<file path="config.mk">
export PLATFORM = sky130hd
export DESIGN_NAME = line_window_ctrl
export DESIGN_NICKNAME = d
export VERILOG_FILES = /design/src/rtl/line_window_ctrl.sv
export SDC_FILE = /design/constraint.sdc
export NUM_CORES = 1
export LEC_CHECK = 0
export CAP_MARGIN = 20
export CORE_MARGIN = 2
export CORE_UTILIZATION = 48
export CTS_BUF_LIST = sky130_fd_sc_hd__clkbuf_4 sky130_fd_sc_hd__clkbuf_8
export DETAILED_ROUTE_END_ITERATION = 6
export PLACE_DENSITY = 0.84
export SYNTH_ARGS = -nofsm -noshare
export SYNTH_HDL_FRONTEND = slang
export SYNTH_SLANG_ARGS = --single-unit
</file>
<file path="constraint.sdc">
create_clock -name CLK -period 2.4 [get_ports CLK]
set_input_delay 0.6 -clock CLK [delete_from_list [all_inputs] [get_ports CLK]]
set_output_delay 0.6 -clock CLK [all_outputs]
set_load 0.05 [all_outputs]
</file>
<file path="src/rtl/line_window_ctrl.sv">
// Sequencer for a two-line CE-gated line-buffer chain. It steps the chain with the
// raster input and emits a registered 3-row pixel column once two lines are buffered.
module line_window_ctrl #(
  parameter int DW    = 8,
  parameter int IMG_W = 640,
  parameter int IMG_H = 480
) (
  input  logic            CLK,
  input  logic            RST,
  input  logic [DW-1:0]   s_data,
  input  logic            s_valid,
  output logic            s_ready,
  input  logic            s_user,
  input  logic            s_last,
  output logic [DW-1:0]   FIFO_D,
  output logic            FIFO_CE,
  input  logic [DW-1:0]   TAP1,
  input  logic [DW-1:0]   TAP2,
  output logic [3*DW-1:0] m_data,
  output logic            m_valid,
  input  logic            m_ready,
  output logic            m_user,
  output logic            m_last,
  output logic            frame_done,
  output logic            err,
  input  logic            clr_err,
  output logic [1:0]      dbg_state
);

  localparam int CW = (IMG_W > 1) ? $clog2(IMG_W) : 1;
  localparam int RW = $clog2(IMG_H);
  localparam logic [CW-1:0] COL_LAST = CW'(IMG_W - 1);
  localparam logic [RW-1:0] ROW_LAST = RW'(IMG_H - 1);

  typedef enum logic [1:0] {
    IDLE = 2'd0,
    FILL = 2'd1,
    RUN  = 2'd2
  } state_t;

  state_t        state, state_nxt;
  logic [CW-1:0] col;
  logic [RW-1:0] row;
  logic          acc, in_frame, col_end;
  logic          sof_err, last_err, beat_ok, frame_end, load;

  // Handshakes: a beat moves on a side when valid & ready are both high at a rising
  // edge; valid never waits on ready, and the output holds its payload until taken.
  assign acc       = s_valid & s_ready;
  assign in_frame  = (state != IDLE);
  assign col_end   = (col == COL_LAST);
  assign sof_err   = acc & in_frame & s_user;
  assign last_err  = acc & in_frame & ~s_user & (s_last != col_end);
  assign beat_ok   = acc & in_frame & ~s_user & (s_last == col_end);
  assign frame_end = beat_ok & (state == RUN) & col_end & (row == ROW_LAST);
  assign load      = beat_ok & (state == RUN);

  always_ff @(posedge CLK) begin
    if (RST) state <= IDLE;
    else     state <= state_nxt;
  end

  always_comb begin
    state_nxt = state;
    case (state)
      IDLE: if (acc & s_user) state_nxt = FILL;
      FILL: begin
        if (sof_err)                                   state_nxt = FILL;
        else if (last_err)                             state_nxt = IDLE;
        else if (beat_ok & col_end & (row == RW'(1)))  state_nxt = RUN;
      end
      RUN: begin
        if (sof_err)                   state_nxt = FILL;
        else if (last_err | frame_end) state_nxt = IDLE;
      end
      default: state_nxt = IDLE;
    endcase
  end

  always_comb begin
    s_ready   = 1'b1;
    FIFO_CE   = acc;
    FIFO_D    = s_data;
    dbg_state = state;
    case (state)
      IDLE:    FIFO_CE = acc & s_user;
      RUN:     s_ready = ~m_valid | m_ready;
      default: ;
    endcase
  end

  // A start-of-frame beat is pixel row0/col0 itself, so the next expected column is 1.
  always_ff @(posedge CLK) begin
    if (RST) begin
      col <= '0;
      row <= '0;
    end else if (acc & s_user) begin
      col <= CW'(1);
      row <= '0;
    end else if (last_err | frame_end) begin
      col <= '0;
      row <= '0;
    end else if (beat_ok) begin
      if (col_end) begin
        col <= '0;
        row <= row + RW'(1);
      end else begin
        col <= col + CW'(1);
      end
    end
  end

  always_ff @(posedge CLK) begin
    if (RST) begin
      m_data  <= '0;
      m_valid <= 1'b0;
      m_user  <= 1'b0;
      m_last  <= 1'b0;
    end else if (load) begin
      m_data  <= {TAP2, TAP1, s_data};
      m_valid <= 1'b1;
      m_user  <= (row == RW'(2)) & (col == '0);
      m_last  <= col_end;
    end else if (m_valid & m_ready) begin
      m_valid <= 1'b0;
    end
  end

  always_ff @(posedge CLK) begin
    if (RST) begin
      frame_done <= 1'b0;
      err        <= 1'b0;
    end else begin
      frame_done <= frame_end;
      if (sof_err | last_err) err <= 1'b1;
      else if (clr_err)       err <= 1'b0;
    end
  end

endmodule

</file>
Yosys cells after proc, flatten, opt, wreduce, memory -nomap -nowiden
Cells that the tools add are included.
{ "op_classes": {"add_sub_neg": 2, "multipliers": 0, "div_mod_pow": 0, "n_lt_le_gt_ge": 0, "eq_ne": 11, "shift": 0, "mux": 17, "bitwise": 19, "reduce_logical": 9} }
{ "op_table": {"columns": ["cell", "n"], "rows": [
  ["1-bit AND", 14],
  ["2-bit 2-to-1 mux", 6],
  ["10-bit by 1-bit adder with 10-bit output (second input constant)", 1],
  ["10-bit == test (second input constant)", 1],
  ["10-bit zero test", 1],
  ["10-bit 2-to-1 mux", 1],
  ["9-bit by 1-bit adder with 9-bit output (second input constant)", 1],
  ["9-bit by 1-bit == test with 1-bit output (second input constant)", 1],
  ["9-bit by 2-bit == test with 1-bit output (second input constant)", 1],
  ["9-bit == test (second input constant)", 1],
  ["1-bit 2-to-1 mux", 9],
  ["2-bit case mux with 3 select lines", 1],
  ["2-bit nonzero test", 3],
  ["4-bit inequality test (second input constant)", 1],
  ["3-bit by 2-bit inequality test with 1-bit output (second input constant)", 1],
  ["1-bit OR", 3],
  ["3-bit AND reduction", 1],
  ["3-bit nonzero test", 1],
  ["3-bit OR reduction", 1],
  ["2-bit by 1-bit == test with 1-bit output (second input constant)", 1],
  ["2-bit == test (second input constant)", 1],
  ["2-bit zero test", 1],
  ["2-bit inequality test (second input constant)", 1],
  ["1-bit inverter", 2],
  ["3 further kinds", 3]
]} }
{ "totals": {"reg_bits": 50, "latchBits": 0, "mem_bits_rw": 0, "mem_bits_ro": 0, "input_bits": 31, "wordCells": 68, "mem_count": 0} }

Longest topological paths before layout
{ "logic_depth": {"word_depth": 14, "mapped_depth": 9} }

Worst setup path before layout
No wires, ideal clock.
{ "synth_timing": {"kind": "register to output", "startpoint": "reg state[0] (netlist: dbg_state[0])", "endpoint": "out FIFO_CE", "arrival_ps": 1930, "setup_slack_ps": -130, "path_stages_with_launch": 5, "path_buffers": 0, "path_cell_list": "dfxtp_1 -> nand2b_1 -> or2_1 -> nand3_1 -> nand2_1"} }
{ "synth_between": {"elab_chain_cells": 5, "elab_cells_between_ends": 6} }
{ "synth_rtl": {"columns": ["item", "line_no", "source"], "rows": [
  ["start: declaration", "41", "state_t state, state_nxt;"],
  ["start signal: assignment", "60", "else state <= state_nxt;"],
  ["2-bit == test *", "85", "case (state)"],
  ["1-bit 2-to-1 mux *", "85", null],
  ["via s_ready", "12", "output logic s_ready,"],
  ["1-bit AND *", "49", "assign acc = s_valid & s_ready;"],
  ["1-bit AND", "86", "IDLE: FIFO_CE = acc & s_user;"],
  ["1-bit 2-to-1 mux *", "85", null],
  ["end: declaration", "16", "output logic FIFO_CE,"]
]} }
Mark *: on every way through the listed nets, which the timed path passes. The rest lies on a longest branch.

Worst setup path after layout
{ "layout_timing": {"startpoint": "in m_ready", "endpoint": "out FIFO_CE"} }
{ "layout_between": {"elab_chain_cells": 5} }
{ "layout_rtl": {"columns": ["item", "line_no", "source"], "rows": [
  ["start: declaration", "21", "input logic m_ready,"],
  ["1-bit OR *", "87", "RUN: s_ready = ~m_valid | m_ready;"],
  ["1-bit 2-to-1 mux *", "85", null],
  ["1-bit AND *", "49", null],
  ["1-bit AND", "86", null],
  ["1-bit 2-to-1 mux *", "85", null]
]} }
Every way passes the cells marked *; elsewhere a longest branch is shown, timed or not.

==> results.tsv <==
stage	metric	value	unit
place	dpl cell area	3190	sq um
worst_setup_path	RR Startpoint	col[0]$_SDFFE_PP0P_	
sta	skew final	9.11	ps
worst_setup_path	crit end category	output port	
global_routing	total global routing overflow	0	
drt	WL final	5650	um
sta	setup TNS	0	ps
drt	Via density	5.28	
floorplan	initial core utilization	49.1	%
worst_setup_path	Max Fanout on Critical Path	3	
drt	final antenna-violating net count	0	
drt	drt initial violations	112	
clock_tree	CTS tree	built	
power_and_ir_drop	leakage dissipation	1.19	nW
sta	Final Hold Fails	0	
floorplan	# rows	25	
clock_tree	H-tree levels	2	
global_routing	initial antenna violation count	0	
min_path	Hold EP	m_data[9]$_SDFFE_PP0P_	
synth	Syn. warnings	0	
clock_tree	clk root buf	clkbuf_8	
worst_setup_path	CP arrival	1780	ps
synth	Synth Cell Area	2270	sq um
floorplan	die footprint	5300	sq um
clock_tree	clock buffer depth	2	
power_and_ir_drop	P_sw	0.000367	W
worst_setup_path	R2R cell count	8	
min_path	WHS Path Cells	2	
global_routing	largest net degree at the start of global routing	33	
sta	Setup violations, final	0	
drt	via count	2155	
worst_setup_path	RR Endpoint	m_data[12]$_SDFFE_PP0P_	
synth	post-synthesis sequential area ratio	44.0	%
synth	Post-Syn Nets	310	
power_and_ir_drop	switch share	22.5	%
finish	fin area	3330	sq um
drt	First-pass DRT Iterations	4	
clock_tree	Sink Count	50	
power_and_ir_drop	combinational power share	11.7	%
sta	Max Clk Rate	420	MHz
synth	Netlist cell types	40	
min_path	HP Class	reg -> reg	
global_routing	vias in the first global route	2039	
finish	post-route core utilization	71.9	%
global_routing	first-pass GRT wire length	9220	um
worst_setup_path	element type at the critical path start	primary input	
finish	diode count	0	
finish	Fillers	349	
run	Max Cap Violations	0	
power_and_ir_drop	Flop pwr share	51.3	%
floorplan	Die W	72.8	um
sta	hold_ws	458	ps
clock_tree	Skew-Pair Late Insertion Delay	300	ps
synth	Syn Inst Count	274	
finish	register area	1000	sq um
synth	Synth Flop Type	dfxtp_1	
place	hpwl dp	4150	um
worst_setup_path	Required @ worst endpoint	1800	ps
floorplan	Die Span Y	72.8	um
clock_tree	Post-CTS Hold Buffers	0	
power_and_ir_drop	total power	0.00163	W
sta	period utilisation layout	99.1	%
worst_setup_path	type of the worst setup path	in -> out	
sta	unrepaired setup endpoints after global routing	no	
run_status	outcome	finished clean	
power_and_ir_drop	Int Pwr	0.00126	W
synth	Async S/R FF share, synth	0	%
worst_setup_path	minimum setup slack among reg-to-reg paths	360	ps
power_and_ir_drop	worst ir drop on vdd	0.276	mV
sta	Worst Max-Slew Pin Slew	614	ps
place	Final GP Congestion	0.912	
global_routing	Total GRT Usage	22.2	%
floorplan	CORE AREA	4630	sq um
power_and_ir_drop	Power Density	490	nW/um^2
drt	DR DRC count	0	
sta	Slew HR	58.7	%
synth	number of synthesized register bits	50	
floorplan	Ports	72	
power_and_ir_drop	Clk network pwr share	37.0	%
finish	layout cell share with drive strength beyond 1	14.7	%
sta	Tmin final	2380	ps
clock_tree	clock transition at the registers of the reported paths	90	ps
finish	area used by multi-input combinational logic	1140	sq um
sta	Final Max Tran Viols	0	
finish	area grow syn2layout	46.5	%
drt	DR WL/cell	13.8	um
clock_tree	total CTS buffers	5	
min_path	Worst Hold Launch	m_data[9]$_SDFFE_PP0P_	
synth	syn_area_per_cell	8.30	sq um
place	# port buffers	71	
finish	Final nets	390	
synth	EDFF count, synth	0	
-- cell type report --
type | count | share of cell area [%]
tap | 54 | 2.03
clock inverter | 1 | 0.902
inverter | 9 | 1.01
multi-input combinational | 197 | 34.1
clock buffer | 6 | 2.48
timing repair buffer | 91 | 29.3
sequential | 50 | 30.1
-- flip-flops by register name (all words and copies together) (netlist names) --
register	flops
frame_done	1
m_last	1
m_user	1
err	1
col	10
row	9
m_valid	1
dbg_state	2
m_data	24
-- routing by layer --
metal | vias up | wire length (um) | track usage, %
met1 | 980 | 2440 | 26.8
met2 | 83 | 2730 | 37.4
met4 | 0 | 115 | 9.47
met5 | - | 0 | 0
li1 | 1082 | - | -
met3 | 10 | 363 | 5.66
-- cell usage after synthesis, drive strengths merged, types with 3 or more instances --
cell | instances | area share (%)
nand2 | 58 | 9.6
dfxtp | 50 | 44
a21oi | 29 | 6.5
nor2 | 24 | 4.1
buf | 14 | 4.8
nand3 | 11 | 2.4
nand4 | 10 | 3.4
inv | 9 | 1.5
xnor2 | 9 | 3.5
xor2 | 7 | 2.7
nor3 | 6 | 1.3
ha | 5 | 2.8
nor4 | 5 | 2.0
and3 | 4 | 1.1
clkbuf | 4 | 0.66
nand2b | 4 | 1.1
o21ai | 4 | 0.88
a31o | 3 | 1.5
a31oi | 3 | 0.83
-- power groups by stage --
stage / combinational [W] / clock [W] / sequential (W)
5_1_grt: 0.000202 / 0.000657 / 0.000838
4_1_cts: 0.000191 / 0.000617 / 0.000837
6_report: 0.000191 / 0.000604 / 0.000837
3_5_place_dp: 0.000188 / 0 / 0.000856
3_3_place_gp: 0.000187 / 0 / 0.000856
2_1_floorplan: 0.0000774 / 0 / 0.000862
-- cells by family after synthesis --
family                   count (synthesis)  share of synthesized area, %
XOR/XNOR                                16                          6.16
AND/OR/NAND/NOR                        133                          28.9
adder cells (fa/ha/maj)                  5                          2.75
flip-flops                              50                          44.0
multiplexers                             1                         0.440
buffers and inverters                   27                          6.93
AO/OA/AOI/OAI                           42                          10.8
-- how the worst max path moves through the flow --
stage,start,endpoint,slack (ps),cells after the start
after floorplan,m_ready,FIFO_CE,40,4
after global placement,s_valid,FIFO_CE,-70,5
after detailed placement,s_valid,FIFO_CE,-60,5
after CTS,m_ready,FIFO_CE,20,6
after global routing,m_ready,FIFO_CE,1,6
final,m_ready,FIFO_CE,20,6
-- cell usage in the layout (no fill, tap or decap), types with 4 or more instances in the layout --
cell	netlist	routed
nand3_1	11	10
and3_1	4	4
nand2_1	58	58
inv_1	9	9
nand4_1	9	9
clkdlybuf4s50_1	0	60
nor3_1	6	6
buf_4	8	18
a21oi_1	28	28
xnor2_1	9	9
nor4_1	4	4
ha_1	5	5
xor2_1	7	7
dfxtp_1	50	48
clkbuf_8	0	6
buf_12	0	11
nor2_1	23	23
-- metrics by stage --
step                      setup slack, ps  cells
after floorplan                      35.1    274
after global placement              -72.9    401
after detailed placement            -64.6    401
after CTS                            21.8    408
after global routing                 1.15    408
final                                21.4    408
-- worst max-delay path: stages --
cell             delay [ps]
clkdlybuf4s50_1         410
nand2b_4                160
or2_4                   250
nand3_2                  90
nand2_1                  90
buf_6                   170
-- repair_timing --
action                     in CTS  in global routing
pin swaps                       0                  0
hold endpoints to repair        0                  0
setup endpoints to repair       1                  1
resized for setup               5                  1
buffers inserted                0                  0
Power figures use the tool's default switching activity.
